===== config.mk =====
export PLATFORM = sky130hd
export DESIGN_NAME = rtc_write_sequencer
export DESIGN_NICKNAME = d
export VERILOG_FILES = /design/src/rtl/rtc_write_sequencer.sv
export SDC_FILE = /design/constraint.sdc
export NUM_CORES = 1
export LEC_CHECK = 0
export BUFFER_PORTS_ARGS = -buffer_cell sky130_fd_sc_hd__buf_4
export CORE_ASPECT_RATIO = 0.8
export CORE_UTILIZATION = 55
export DETAILED_ROUTE_END_ITERATION = 10
export PLACE_DENSITY = 0.79
export REMOVE_ABC_BUFFERS = 1
export SLEW_MARGIN = 20
export SYNTH_ARGS = -nofsm -noshare
export SYNTH_HDL_FRONTEND = slang
export SYNTH_SLANG_ARGS = --single-unit

===== constraint.sdc =====
create_clock -name clock -period 3.8 [get_ports clock]
set_input_delay 1.14 -clock clock [delete_from_list [all_inputs] [get_ports clock]]
set_output_delay 1.14 -clock clock [all_outputs]
set_load 0.02 [all_outputs]

===== src/rtl/rtc_write_sequencer.sv =====
// RTC write sequencer: streams NUM_REGS bytes to the RTC
// over a muxed address/data bus, then pulses band_fin.
module rtc_write_sequencer #(
  parameter int        NUM_REGS   = 6,
  parameter logic [7:0] FIRST_ADDR = 8'h21,
  parameter int        T_PULSE    = 4,
  parameter int        T_GAP      = 2
) (
  input  logic                    clock,
  input  logic                    reset,
  input  logic                    en_progra,
  input  logic [8*NUM_REGS-1:0]   reg_data,
  output logic [7:0]              ad_out,
  output logic                    ad_oe,
  output logic                    a_d,
  output logic                    cs_n,
  output logic                    wr_n,
  output logic                    rd_n,
  output logic                    busy,
  output logic                    band_fin
);

  localparam int TMAX = (T_PULSE > T_GAP) ? T_PULSE : T_GAP;
  localparam int CW   = $clog2(TMAX + 1);

  typedef enum logic [2:0] {
    S_IDLE, S_LATCH, S_A_PULSE, S_A_GAP,
    S_D_PULSE, S_D_GAP, S_DONE, S_WAIT_LOW
  } state_t;

  state_t                  state_q, state_d;
  logic [CW-1:0]           cnt_q, cnt_d;
  logic [3:0]              idx_q, idx_d;
  logic [8*NUM_REGS-1:0]   buf_q;

  logic [CW-1:0] cnt_inc;
  logic          pulse_end;
  logic          gap_end;
  logic          last_byte;

  assign cnt_inc   = CW'(cnt_q + 1'b1);
  assign pulse_end = (cnt_q == CW'(T_PULSE - 1));
  assign gap_end   = (cnt_q == CW'(T_GAP - 1));
  assign last_byte = (idx_q == 4'(NUM_REGS - 1));
  assign rd_n      = 1'b1;

  // State, phase counter, byte index and data snapshot
  always_ff @(posedge clock) begin
    if (reset) begin
      state_q <= S_IDLE;
      cnt_q   <= '0;
      idx_q   <= '0;
      buf_q   <= '0;
    end else begin
      state_q <= state_d;
      cnt_q   <= cnt_d;
      idx_q   <= idx_d;
      if (state_d == S_LATCH) buf_q <= reg_data;
    end
  end

  // Next state: phase timing, byte stepping and abort
  always_comb begin
    state_d = state_q;
    cnt_d   = '0;
    idx_d   = idx_q;
    unique case (state_q)
      S_IDLE: begin
        idx_d = '0;
        if (en_progra) state_d = S_LATCH;
      end
      S_LATCH: begin
        idx_d = '0;
        if (!en_progra) state_d = S_IDLE;
        else            state_d = S_A_PULSE;
      end
      S_A_PULSE: begin
        if (!en_progra)     state_d = S_IDLE;
        else if (pulse_end) state_d = S_A_GAP;
        else                cnt_d   = cnt_inc;
      end
      S_A_GAP: begin
        if (!en_progra)   state_d = S_IDLE;
        else if (gap_end) state_d = S_D_PULSE;
        else              cnt_d   = cnt_inc;
      end
      S_D_PULSE: begin
        if (!en_progra)     state_d = S_IDLE;
        else if (pulse_end) state_d = S_D_GAP;
        else                cnt_d   = cnt_inc;
      end
      S_D_GAP: begin
        if (!en_progra) begin
          state_d = S_IDLE;
        end else if (!gap_end) begin
          cnt_d = cnt_inc;
        end else if (last_byte) begin
          state_d = S_DONE;
        end else begin
          idx_d   = idx_q + 4'd1;
          state_d = S_A_PULSE;
        end
      end
      S_DONE:     state_d = S_WAIT_LOW;
      S_WAIT_LOW: if (!en_progra) state_d = S_IDLE;
      default:    state_d = S_IDLE;
    endcase
    if (state_d == S_IDLE) idx_d = '0;
  end

  // Registered outputs decoded from the next state
  always_ff @(posedge clock) begin
    if (reset) begin
      ad_out   <= '0;
      ad_oe    <= 1'b0;
      a_d      <= 1'b0;
      cs_n     <= 1'b1;
      wr_n     <= 1'b1;
      busy     <= 1'b0;
      band_fin <= 1'b0;
    end else begin
      unique case (state_d)
        S_A_PULSE: begin
          ad_out   <= FIRST_ADDR + {4'd0, idx_d};
          ad_oe    <= 1'b1;
          a_d      <= 1'b0;
          cs_n     <= 1'b0;
          wr_n     <= 1'b0;
          busy     <= 1'b1;
          band_fin <= 1'b0;
        end
        S_A_GAP: begin
          ad_oe    <= 1'b1;
          a_d      <= 1'b0;
          cs_n     <= 1'b1;
          wr_n     <= 1'b1;
          busy     <= 1'b1;
          band_fin <= 1'b0;
        end
        S_D_PULSE: begin
          ad_out   <= buf_q[8*idx_d +: 8];
          ad_oe    <= 1'b1;
          a_d      <= 1'b1;
          cs_n     <= 1'b0;
          wr_n     <= 1'b0;
          busy     <= 1'b1;
          band_fin <= 1'b0;
        end
        S_D_GAP: begin
          ad_oe    <= 1'b1;
          a_d      <= 1'b1;
          cs_n     <= 1'b1;
          wr_n     <= 1'b1;
          busy     <= 1'b1;
          band_fin <= 1'b0;
        end
        S_LATCH, S_DONE: begin
          ad_out   <= '0;
          ad_oe    <= 1'b0;
          a_d      <= 1'b0;
          cs_n     <= 1'b1;
          wr_n     <= 1'b1;
          busy     <= 1'b1;
          band_fin <= (state_d == S_DONE);
        end
        default: begin
          ad_out   <= '0;
          ad_oe    <= 1'b0;
          a_d      <= 1'b0;
          cs_n     <= 1'b1;
          wr_n     <= 1'b1;
          busy     <= 1'b0;
          band_fin <= 1'b0;
        end
      endcase
    end
  end

endmodule


==> impl_metrics.yaml, run 1 <==
status:
  status: "finished clean"
critical_path:
  crit_path_max_fanout: 13
  cpPeakStageDelay_ns: 0.61
  worst_path_max_delay_cell: "o211ai_2"
  crit_buf_inv: 2
  path_cells: "buf_4 > nand2b_1 > o221ai_1 > o211ai_2 > nand2_2 > inv_1 > ha_1 > a22oi_1 > nor2_1 > a31o_2"
  cp_top_family: "compound AO/OA/AOI/OAI gates"
  arrival_ns: 3.27
  worstSetupPathType: "input pin to flip-flop"
  crit_required_ns: 4.04
  worstSetupStartpointType: "input pin"
  crit_path_end_kind: "flip-flop"
detailed_routing:
  first_pass_iters: 5
  drt_wl_total_um: 7800
  via_per_inst: 5.48
  drcViolationCount: 0
  postRouteAntennaNets: 0
  routedWlPerCell_um: 14.0
  first_iter_violations: 204
  via_count: 3047
die:
  start_util_pct: 57.2
  dieArea_um2: 6500
  ios: 66
  die_h_um: 72.3
  rows: 25
  die_w_um: 89.9
  coreArea_um2: 5940
clocking:
  post_cts_resized: 0
  cts_hold_buf: 0
  cts_made_buffers: 9
  clk_latency_ns: 0.35
  cts_max_path_buffers: 2
  h-tree-depth: 3
  cts_tree: "yes"
  clk_pin_slew_worst_paths_ns: 0.08
  clock_sinks: 71
  root_buffer: "clkbuf_8"
  cts_setup_buffers: 0
grt:
  grt_pass1_wl_um: 12700
  antenna_found_initial: 0
  grt_start_max_net_pins: 68
  grt_pass1_vias: 2695
  grt_usage_pct: 25.0
  grt_remaining_overflow: 0
pwr:
  p_seq_share_pct: 44.9
  p_comb_share_pct: 9.1
  swShare_pct: 21.8
  power_leakage_nw: 1.68
  power.net_switching_uw: 387
  p_per_area_nw_per_um2: 426
  internal_power_mw: 1.39
  max-vdd-ir-drop_v: 0.000251
  power.total_mw: 1.78
  clockPowerShare_pct: 46.0
finish:
  n_antenna_cell: 0
  layout_commonest_cell: "nand2_1"
  fin_nets: 528
  areaGrowthSynthToFinish_pct: 22.8
  drive_gt1_share_pct: 22.9
  layout_common_cells: "nand2_1, buf_4, dfxtp_1, a21oi_1, mux2i_1"
place:
  dp_hpwl_um: 5250
  place.gp.congestion: 0.868
  port_buffers: 64
sta:
  fin_tns_setup_ns: 0
  finalClockSkew_ns: 0.00707
  rsz0062_at_grt: "false"
  max_freq_ghz: 0.330
  slew_headroom_pct: 42.2
  fin_crit_ns: 3.03
  setup_viol: 0
  fin_crit_sh_pct: 79.7
  slew_viol_final: 0
  hold_viol_final: 0
  tightest_slew_ns: 0.861
synthesis:
  synth-edff-count: 0
  synth-main-ff-cell: "dfxtp_1"
  netlist_instances: 417
  ys_ff_latch: 71
  synth_area_per_cell_um2: 8.15
  async_flop_share_pct: 0
  synth_area_um2: 3400
  ys_types: 59
  ys_seq_area_share_pct: 41.8
  synth_warnings: 0
job:
  drv_cap: 0
min_path:
  hold_path.class: "flip-flop to flip-flop"
[worst paths after layout]
| kind | startpoint | to | slack (ns) | cells after the start |
|---|---|---|---|---|
| worst max-delay path | en_progra | ad_out[1]$_SDFFE_PP0N_ | 0.77 | 10 |
| worst min register to register | buf_q[47]$_SDFFE_PP0N_ | buf_q[47]$_SDFFE_PP0N_ | 0.46 | 2 |
| worst max register to register | cnt_q[0]$_SDFF_PP0_ | ad_out[1]$_SDFFE_PP0N_ | 0.98 | 11 |
| worst min-delay path | buf_q[47]$_SDFFE_PP0N_ | buf_q[47]$_SDFFE_PP0N_ | 0.46 | 2 |
[cell type report]
type,instances,area (um^2)
clock inverter,5,128
inverter,8,30.0
clock buffer,11,151
tap,81,101
sequential,71,1420
multi-input combinational,307,1790
timing repair buffer,73,548
fill,481,1770
[kinds of logic (layout without fill, tap and decap cells)]
| logic type | count (synthesis) | count (layout) | synth area share (%) |
|---|---|---|---|
| AO/OA/AOI/OAI | 96 | 96 | 18.2 |
| XOR/XNOR | 4 | 4 | 1.03 |
| adder cells (fa/ha/maj) | 7 | 7 | 2.58 |
| buffers and inverters | 39 | 97 | 5.38 |
| flip-flops | 71 | 71 | 41.8 |
| multiplexers | 20 | 20 | 6.33 |
| other | 1 | 1 | 0.110 |
| AND/OR/NAND/NOR | 179 | 179 | 24.6 |
[cells in the mapped netlist (all sizes together), types with 3 or more instances]
master,number,share of area [%]
a21oi,56,8.4
a22oi,4,1.0
a31o,3,0.77
a32o,3,0.88
and2,7,1.3
and3,4,0.74
buf,15,2.7
clkbuf,16,1.8
dfxtp,71,42
ha,7,2.6
inv,8,0.88
mux2i,18,5.7
nand2,110,12
nand2b,5,0.92
nand3,13,1.9
nor2,14,1.5
nor2b,8,1.7
nor3,4,0.59
nor4,3,0.99
o21a,3,0.66
o21ai,12,1.9
xor2,4,1.0
[registers in the layout, indices dropped and copies added (netlist names)]
signal / flops
buf_q: 48
idx_q: 4
band_fin: 1
state_q: 3
cnt_q: 3
a_d: 1
ad_out: 8
wr_n: 1
busy: 1
ad_oe: 1
[metal layers]
layer / global-route usage (%) / part of all wire (%)
met5: 0 / 0
met4: 7.35 / 0.88
met3: 7.97 / 6.6
met2: 39.1 / 45
met1: 33.4 / 47
[power groups by stage]
| stage | Combinational (mW) | Sequential [mW] | Clock (mW) |
|---|---|---|---|
| finish | 0.162 | 0.799 | 0.817 |
| global route | 0.180 | 0.802 | 0.865 |
| CTS | 0.162 | 0.798 | 0.825 |
| detailed placement | 0.161 | 0.815 | 0 |
| global placement | 0.157 | 0.814 | 0 |
| floorplan | 0.0801 | 0.812 | 0 |
[stage by stage]
| step | setup slack, ns | std cells | utilization (%) | hold WS [ns] | instance area, um^2 |
|---|---|---|---|---|---|
| after floorplan | 0.528 | 386 | - | 0.421 | 3240 |
| after global placement | 0.523 | 540 | 65.5 | 0.431 | 3890 |
| after CTS | 0.801 | 556 | 70.2 | 0.456 | 4170 |
| after global routing | 0.627 | 556 | 70.2 | 0.476 | 4170 |
| after detailed placement | 0.442 | 540 | 65.5 | 0.443 | 3890 |
| final | 0.771 | 556 | 70.2 | 0.456 | 4170 |
[worst register-to-register path, stage by stage (launching register included)]
cell	delay (ns)
dfxtp_1	0.33
ha_1	0.22
ha_1	0.23
or3b_1	0.38
a21oi_2	0.19
o211ai_2	0.30
nand2_2	0.27
inv_1	0.07
ha_1	0.29
a22oi_1	0.15
nor2_1	0.05
a31o_2	0.23
Power figures use the tool's default switching activity.
==> run 2: changes to the inputs <==
clock period = 2.9 ns   (was 3.8 ns; I/O delays follow)
==> impl_metrics.yaml, run 2 (synthesis results as in run 1) <==
status:
  status: "finished clean"
pwr:
  p_per_area_nw_per_um2: 520
  power_leakage_nw: 1.67
  power.net_switching_uw: 527
  internal_power_mw: 1.63
  max-vdd-ir-drop_v: 0.000348
  clockPowerShare_pct: 41.6
  p_comb_share_pct: 9.9
  swShare_pct: 24.4
  p_seq_share_pct: 48.5
detailed_routing:
  first_pass_iters: 4
  drt_wl_total_um: 7990
  first_iter_violations: 202
  via_count: 3049
  postRouteAntennaNets: 0
  routedWlPerCell_um: 14.3
  via_per_inst: 5.45
  drcViolationCount: 0
grt:
  grt_pass1_vias: 2897
  use_met1_pct: 33.2
  grt_pass1_wl_um: 13400
  grt_start_max_net_pins: 49
  grtUsageMet3_pct: 9.12
  grt_usage_pct: 26.7
  grtUsageMet2_pct: 42.6
  top_usage_layer: "met2"
  antenna_found_initial: 0
  grt_remaining_overflow: 0
min_path:
  hold_path.class: "flip-flop to flip-flop"
critical_path:
  cp_top_family: "compound AO/OA/AOI/OAI gates"
  worstSetupPathType: "flip-flop to flip-flop"
  worst_path_max_delay_cell: "or3b_1"
  arrival_ns: 2.86
  cpPeakStageDelay_ns: 0.38
  crit_buf_inv: 1
  crit_path_end_kind: "flip-flop"
  crit_path_max_fanout: 7
  crit_top_cell: "ha_1"
  path_cells: "ha_1 > ha_1 > or3b_1 > a21oi_2 > o211ai_2 > nand2_2 > inv_1 > ha_1 > a22oi_1 > nor2_1 > a31o_2"
  worstSetupStartpointType: "flip-flop"
  crit_required_ns: 3.15
finish:
  final_cell_area_um2: 4150
  largest_reg_flops: 48
  fin_nets: 531
  layout_common_cells: "nand2_1, buf_4, dfxtp_1, a21oi_1, mux2i_1"
  areaGrowthSynthToFinish_pct: 22.1
  largestRegisters: "buf_q: 48 flops, ad_out: 8 flops, idx_q: 4 flops"
  largest-register: "buf_q"
  drive_gt1_share_pct: 23.4
  layout_commonest_cell: "nand2_1"
  fillers: 487
  n_antenna_cell: 0
sta:
  setup_viol: 0
  hold_viol_final: 0
  finalClockSkew_ns: 0.00782
  tightest_slew_ns: 0.532
  fin_crit_ns: 2.61
  slew_viol_final: 0
  rsz0062_at_grt: "false"
  slew_headroom_pct: 64.2
  fin_crit_sh_pct: 89.9
  max_freq_ghz: 0.383
  fin_tns_setup_ns: 0
clocking:
  root_buffer: "clkbuf_8"
  cts_made_buffers: 9
  post_cts_resized: 0
  clk_pin_slew_worst_paths_ns: 0.07
  h-tree-depth: 3
  cts_hold_buf: 0
  cts_tree: "yes"
  cts_max_path_buffers: 2
  clk_latency_ns: 0.36
  cts_setup_buffers: 0
  clock_sinks: 71
die:
  start_util_pct: 57.2
  die_w_um: 89.9
  ios: 66
  die_h_um: 72.3
  coreArea_um2: 5940
  dieArea_um2: 6500
  rows: 25
place:
  place.gp.congestion: 0.919
  dp_hpwl_um: 5530
  port_buffers: 64
  placed_area_um2: 3920
job:
  drv_cap: 0
run 2: layout make-up:
cell class	count	area, um^2	area share (%)
clock buffers	10	138	3.32
clock inverters	6	92.6	2.23
inverters	8	30.0	0.724
multi-input cells	307	1790	43.2
flip-flops and latches	71	1420	34.3
well taps	81	101	2.44
repair buffers	76	571	13.8
run 2: per-stage QoR:
step	instances	hold WS [ns]	power (mW)	setup WS [ns]	utilization [%]
after floorplan	386	0.421	1.17	-0.102	-
after global placement	543	0.431	1.28	0.200	65.9
after detailed placement	543	0.442	1.28	0.100	65.9
after CTS	559	0.457	2.17	0.279	69.8
after global routing	559	0.473	2.24	0.119	69.8
final	559	0.452	2.16	0.292	69.8
run 2: per-layer routing:
metal	wire length (um)	up-vias
met5	0	-
met4	126	0
met3	602	16
met2	3620	110
met1	3640	1392
li1	-	1531
run 2: final timing paths:
check	cells past startpoint	slack [ns]	end	startpoint
max	11	0.29	ad_out[1]$_SDFFE_PP0N_	cnt_q[0]$_SDFF_PP0_
min	1	0.45	cnt_q[0]$_SDFF_PP0_	cnt_q[0]$_SDFF_PP0_
max reg2reg	11	0.29	ad_out[1]$_SDFFE_PP0N_	cnt_q[0]$_SDFF_PP0_
min reg2reg	1	0.45	cnt_q[0]$_SDFF_PP0_	cnt_q[0]$_SDFF_PP0_
run 2: power by group through the flow:
stage	Sequential [mW]	Combinational [mW]	Clock, mW
after floorplan	1.06	0.105	0
after global placement	1.07	0.209	0
after detailed placement	1.07	0.214	0
after CTS	1.05	0.215	0.906
after global routing	1.05	0.241	0.946
final	1.05	0.214	0.896
